[config.mk]
export PLATFORM = sky130hd
export DESIGN_NAME = regfile_sb
export DESIGN_NICKNAME = d
export VERILOG_FILES = /design/src/rtl/regfile_sb.sv
export SDC_FILE = /design/constraint.sdc
export NUM_CORES = 2
export LEC_CHECK = 0
export BUFFER_PORTS_ARGS = -buffer_cell sky130_fd_sc_hd__buf_2
export CORE_ASPECT_RATIO = 1.25
export CORE_UTILIZATION = 25
export DETAILED_ROUTE_END_ITERATION = 7
export GPL_TIMING_DRIVEN = 0
export PLACE_DENSITY = 0.38
export SYNTH_ARGS = -nofsm -noshare
export SYNTH_HDL_FRONTEND = slang
export SYNTH_SLANG_ARGS = --single-unit
[constraint.sdc]
create_clock -name clock -period 5.8 [get_ports clock]
set_input_delay 0.58 -clock clock [delete_from_list [all_inputs] [get_ports clock]]
set_output_delay 0.58 -clock clock [all_outputs]
set_load 0.02 [all_outputs]
[src/rtl/regfile_sb.sv]
// regfile_sb: register file with pending scoreboard and sequenced clear engine
// Optional write-to-read forwarding is enabled by defining RF_BYPASS_EN.
module regfile_sb #(
  parameter int XLEN = 32,
  parameter int NREG = 32,
  localparam int AW = $clog2(NREG)
) (
  input  logic            clock,
  input  logic            reset_n,
  input  logic [AW-1:0]   rs1_addr,
  input  logic [AW-1:0]   rs2_addr,
  output logic [XLEN-1:0] rs1_data,
  output logic [XLEN-1:0] rs2_data,
  output logic            rs1_pend,
  output logic            rs2_pend,
  input  logic            wr_en,
  input  logic [AW-1:0]   wr_addr,
  input  logic [XLEN-1:0] wr_data,
  input  logic            alloc_en,
  input  logic [AW-1:0]   alloc_addr,
  output logic            alloc_stall,
  input  logic            clr_req,
  output logic            busy
);
  typedef enum logic {IDLE, CLEAR} state_t;
  state_t state, state_nx;
  logic [XLEN-1:0] rf [NREG];
  logic [NREG-1:0] pend;
  logic [AW-1:0] idx;
  logic idle, wr_ok, alloc_ok, idx_last;
  assign idle = state == IDLE;
  assign busy = state == CLEAR;
  assign idx_last = idx == AW'(NREG - 1);
  assign wr_ok = wr_en & |wr_addr & idle;
  assign alloc_stall = alloc_en & |alloc_addr & pend[alloc_addr] & idle;
  assign alloc_ok = alloc_en & |alloc_addr & ~pend[alloc_addr] & idle;
  always_comb begin
    state_nx = state;
    if (idle && clr_req) state_nx = CLEAR;
    else if (busy && idx_last) state_nx = IDLE;
  end
  always_ff @(posedge clock or negedge reset_n)
    if (!reset_n) begin
      state <= IDLE;
      idx <= '0;
      pend <= '0;
      for (int i = 0; i < NREG; i++) rf[i] <= '0;
    end else begin
      state <= state_nx;
      if (busy) begin
        rf[idx] <= '0;
        idx <= idx_last ? idx : idx + AW'(1);
      end else begin
        if (wr_ok) rf[wr_addr] <= wr_data;
        if (clr_req) begin
          pend <= '0;
          idx <= AW'(1);
        end else begin
          if (wr_ok) pend[wr_addr] <= 1'b0;
          if (alloc_ok) pend[alloc_addr] <= 1'b1;
        end
      end
    end
`ifdef RF_BYPASS_EN
  logic fwd1, fwd2, fwd_pend;
  assign fwd1 = wr_ok && rs1_addr == wr_addr;
  assign fwd2 = wr_ok && rs2_addr == wr_addr;
  assign fwd_pend = alloc_ok && alloc_addr == wr_addr;
  assign rs1_data = fwd1 ? wr_data : rf[rs1_addr];
  assign rs2_data = fwd2 ? wr_data : rf[rs2_addr];
  assign rs1_pend = fwd1 ? fwd_pend : pend[rs1_addr];
  assign rs2_pend = fwd2 ? fwd_pend : pend[rs2_addr];
`else
  assign rs1_data = rf[rs1_addr];
  assign rs2_data = rf[rs2_addr];
  assign rs1_pend = pend[rs1_addr];
  assign rs2_pend = pend[rs2_addr];
`endif
endmodule

Word level (Yosys, flattened, before mapping):

Index checks and enable logic that the tools add are counted.

* register bits after elaboration: 1062
* input bits: 57
* output and inout bits: 68
* word-level logic and storage cells: 113

* add/subtract/negate cells: 1
* $lt $le $gt $ge: 12
* equality and inequality tests: 2
* multiplexer cells: 33
* bitwise logic cells: 18
* reductions and logical operators: 12

Operator list (count)
* $mux 1024: 2
* $and 1024x1024->1024: 1
* $bwmux 1024: 1
* $not 1024->1024: 1
* $mux 32: 11
* $bmux 32 s5: 2
* $demux 32 s5: 2
* $and 32x32->32: 1
* $not 32->32: 1
* $or 32x32->32: 1
* $ge 6x6->1 const B: 4
* $lt 5x6->1 const B: 4
* $not 5->6: 4
* $bmux 1 s5: 3
* $mux 5: 3
* $lt 6x1->1 const B: 2
* $demux 1 s5: 2
* $ge 5x1->1 const B: 2
* $reduce_or 5->1: 2
* $and 1x1->1: 7
* $mux 1: 7
* $logic_and 1x1->1: 6
* $reduce_bool 2->1: 3
* $add 5x1->5 const B: 1
* other kinds (4): 5

Longest topological paths before layout:

* depth in word-level cells: 12
* depth in mapped cells: 7
* depth with buffers taken out: 6

Least setup slack after synthesis:

OpenSTA, ideal clock, no wires.

* kind: input-to-output
* start point: in rs1_addr[0]
* end point: out rs1_data[0]
* arrival time: 2400 ps
* data required time: 5220 ps
* setup slack: 2820 ps
* stages on the path: 6
* path buffers: 3
* cells stage by stage: buf_2 > buf_6 > buf_2 > mux4_2 > mux4_2 > mux2_2

* longest elaborated chain between the ends: 4

RTL lines
* from (decl): RTL line 10 `input logic [AW-1:0] rs1_addr,`
* $not 5->6 (implied by the code): RTL line 74 `assign rs1_data = rf[rs1_addr];`
* $bmux 32 s5: RTL line 74
* $mux 32 (implied by the code) (2 in series): RTL line 74
* to (decl): RTL line 12 `output logic [XLEN-1:0] rs1_data,`

Every way passes these cells. The select of a mux whose other input is x is not followed.

Final worst setup path:

* start point: in rs2_addr[1]
* end point: out rs2_data[24]

* longest elaborated chain between the ends: 4

RTL lines
* from (decl): RTL line 11 `input logic [AW-1:0] rs2_addr,`
* $not 5->6 (implied by the code): RTL line 75 `assign rs2_data = rf[rs2_addr];`
* $bmux 32 s5: RTL line 75
* $mux 32 (implied by the code) (2 in series): RTL line 75
* to (decl): RTL line 13 `output logic [XLEN-1:0] rs2_data,`

Every way passes these cells. The select of a mux whose other input is x is not followed.

==> results by group <==
Outcome
  – Status: finished with violations
  – Failing checks: max-capacitance violations, max-slew violations

Hold path
  – Worst hold-check path type: in -> reg

Placed design
  – Routability cong.: 0.859
  – Post-DP Area: 59300 um^2
  – Port bufs: 113
  – DP HPWL: 185000 um

Die
  – Die Width: 420 um
  – Std cell rows: 191
  – Die height: 525 um
  – Core ar.: 217000 um^2
  – Total die area: 221000 um^2
  – Initial Util: 0.252
  – I/O pins: 125

Cells and area
  – Layout Nets: 3870
  – Layout Utilization: 0.293
  – Layout area overhead: 16.2%
  – Fin area: 63600 um^2
  – Commonest non-fill, non-tap cell in the layout: dfrtp_1
  – Sequential Area: 26600 um^2
  – Fillers: 21900
  – Layout cells sized above 1: 0.293
  – Multi-input logic area: 26200 um^2
  – Commonest non-fill, non-tap cells in the layout: dfrtp_1 (1062), a22o_1 (992), mux4_2 (668)

Detailed routing
  – WL/cell: 38.6 um
  – Residual DRC count: 0
  – Drt pass-1 iters: 5
  – Starting DRT DRC Count: 3943
  – DR vias: 39800
  – Via density: 5.85
  – Detail Route Antenna Nets: 0
  – WL final: 262000 um

Clocking
  – Post-CTS Resized: 0
  – CTS Sinks: 1062
  – Max Buffers Root-to-Sink: 3
  – CTS clk-pin slew, worst paths: 60 ps
  – Post-CTS Setup Inserts: 0
  – CTS Buf Count: 131
  – CTS tree: built
  – Root Buffer: clkbuf_16
  – Clock latency reported for the late side of the worst-skew pair: 810 ps
  – CTS H-tree lvls: 4

Critical path
  – Setup crit start kind: input port
  – CP max stage delay: 1180 ps
  – Critical-path cell list: clkbuf_1 -> clkbuf_1 -> mux4_2 -> mux4_2 -> mux2_2 -> buf_2
  – Worst EP arrival: 4420 ps
  – WS Path Type: in -> out
  – CP required: 5220 ps
  – CP endpoint kind: output port
  – Slowest CP cell: clkbuf_1
  – Largest fanout on the critical path: 10

STA
  – Max Fclk: 0.200 GHz
  – Slew of the pin with the lowest slew margin: 1530 ps
  – Fin crit share: 0.862
  – Slew Limit Fails: 33
  – TNS Setup: 0 ps
  – Slew headroom: -0.0214
  – Final hold vios: 0
  – RSZ-0062 raised after global routing: false
  – Clock Skew: 22.7 ps
  – Period minus WS final: 5000 ps
  – # setup viols final: 0

Synthesis
  – Most used DFF post-synth: dfrtp_1
  – Async set-reset flop share out of synthesis: 1.00
  – Sequential area share after synthesis: 0.486
  – Count of flip-flops with a built-in enable after synthesis: 0
  – Syn_area_per_cell: 15.4 um^2
  – Syn Nets: 3609
  – Cell count after synthesis: 3547
  – Syn. warnings: 0
  – Library cells used by synthesis: 47
  – Yosys reg bits: 1062
  – Mapped cell area: 54700 um^2

Global route
  – GR Overflow Total: 0
  – First-pass GRT wire length: 360000 um
  – Largest net degree at the start of global routing: 153
  – Vias in the first global route: 40900
  – Global-route usage over all layers: 0.236
  – Antenna violations before repair: 11

Power and ir drop
  – Peak VDD IR: 0.328 mV
  – Leak: 26.9 nW
  – Power per cell area: 331 nW/um^2

Run
  – # Max-Cap Violations: 4
[Yosys cell counts, types with 6 or more instances]
cell | instances | area, um^2
buf_6 | 6 | 67.6
mux2_2 | 67 | 754
and2_1 | 37 | 231
nor2_1 | 28 | 105
buf_2 | 47 | 235
clkbuf_1 | 394 | 1480
a22o_1 | 992 | 8690
nand2_1 | 15 | 56.3
o21ai_0 | 31 | 155
nor2_2 | 6 | 37.5
o31ai_1 | 28 | 210
a21oi_1 | 60 | 300
buf_1 | 15 | 56.3
mux4_2 | 668 | 15000
buf_4 | 12 | 90.1
dfrtp_1 | 1062 | 26600
[per-layer routing]
metal / up-vias / GRT usage / share of wire / wire [um]
li1: 15300 / - / - / -
met1: 22100 / 0.300 / 0.39 / 104000
met3: 513 / 0.0465 / 0.067 / 17600
met2: 1937 / 0.382 / 0.48 / 127000
met5: - / 0 / 0.00026 / 69
met4: 12 / 0.117 / 0.055 / 14600
[critical path, delay by kind of cell]
family / cells / cell delay [ps]
buf+inv: 3 / 2360
mux: 3 / 1410
[metrics by stage]
stage | hold slack, ps | total power, mW | worst slack [ps] | std cells
after global routing | 61.0 | 21.7 | 901 | 6801
after floorplan | 284 | 10.9 | 2820 | 3547
after detailed placement | 490 | 12.7 | 851 | 6568
after CTS | 5.29 | 21.2 | 850 | 6799
final | 44.7 | 21.1 | 803 | 6805
after global placement | 483 | 12.7 | -21580 | 6555
[report_power, final]
part,total (mW),internal [mW],switching [mW]
clock,8.45,4.87,3.58
combinational,3.98,1.55,2.44
sequential,8.64,8.09,0.550
[state kept, by name, summed over array words and instances (netlist names)]
name / cells
busy: 1
pend: 32
idx: 5
rf: 1024
[what timing repair did]
item                                   CTS  global route
endpoints found under the hold margin   83             0
hold buffers                             1             0
setup endpoints to repair                0             0
[cell families (layout without fill, tap and decap cells)]
kind of cell             after synthesis  in the layout  synth area share
AO/OA/AOI/OAI                       1123           1123             0.173
flip-flops                          1062           1062             0.486
multiplexers                         738            738             0.289
buffers and inverters                478            836            0.0355
AND/OR/NAND/NOR                      138            138            0.0153
adder cells (fa/ha/maj)                5              5           0.00114
XOR/XNOR                               3              3          0.000480
other                                  0              5                 0
[area by class of cell]
cell class              count  share of cell area
flip-flops and latches   1062               0.418
multi-input cells        2007               0.413
clock buffers             197              0.0612
well taps                2895              0.0570
plain buffers             474              0.0305
repair buffers            128              0.0141
clock inverters            33             0.00602
inverters                   4            0.000236
diodes                      5            0.000197
[worst paths after layout]
path                                      startpoint                   end  slack, ps  depth (start not counted)
worst max-delay path                     rs2_addr[1]          rs2_data[24]        800                          6
worst min-delay path                     wr_data[11]   rf[939]$_DFFE_PN0P_         40                          2
worst max register to register      busy$_DFFE_PN0P_   rf[321]$_DFFE_PN0P_       1540                          7
worst min register to register  rf[1003]$_DFFE_PN0P_  rf[1003]$_DFFE_PN0P_        500                          1
max in group asynchronous                    reset_n   rf[944]$_DFFE_PN0P_       3680                          4
min in group asynchronous                    reset_n   rf[539]$_DFFE_PN0P_        330                          2
Power figures use the tool's default switching activity.
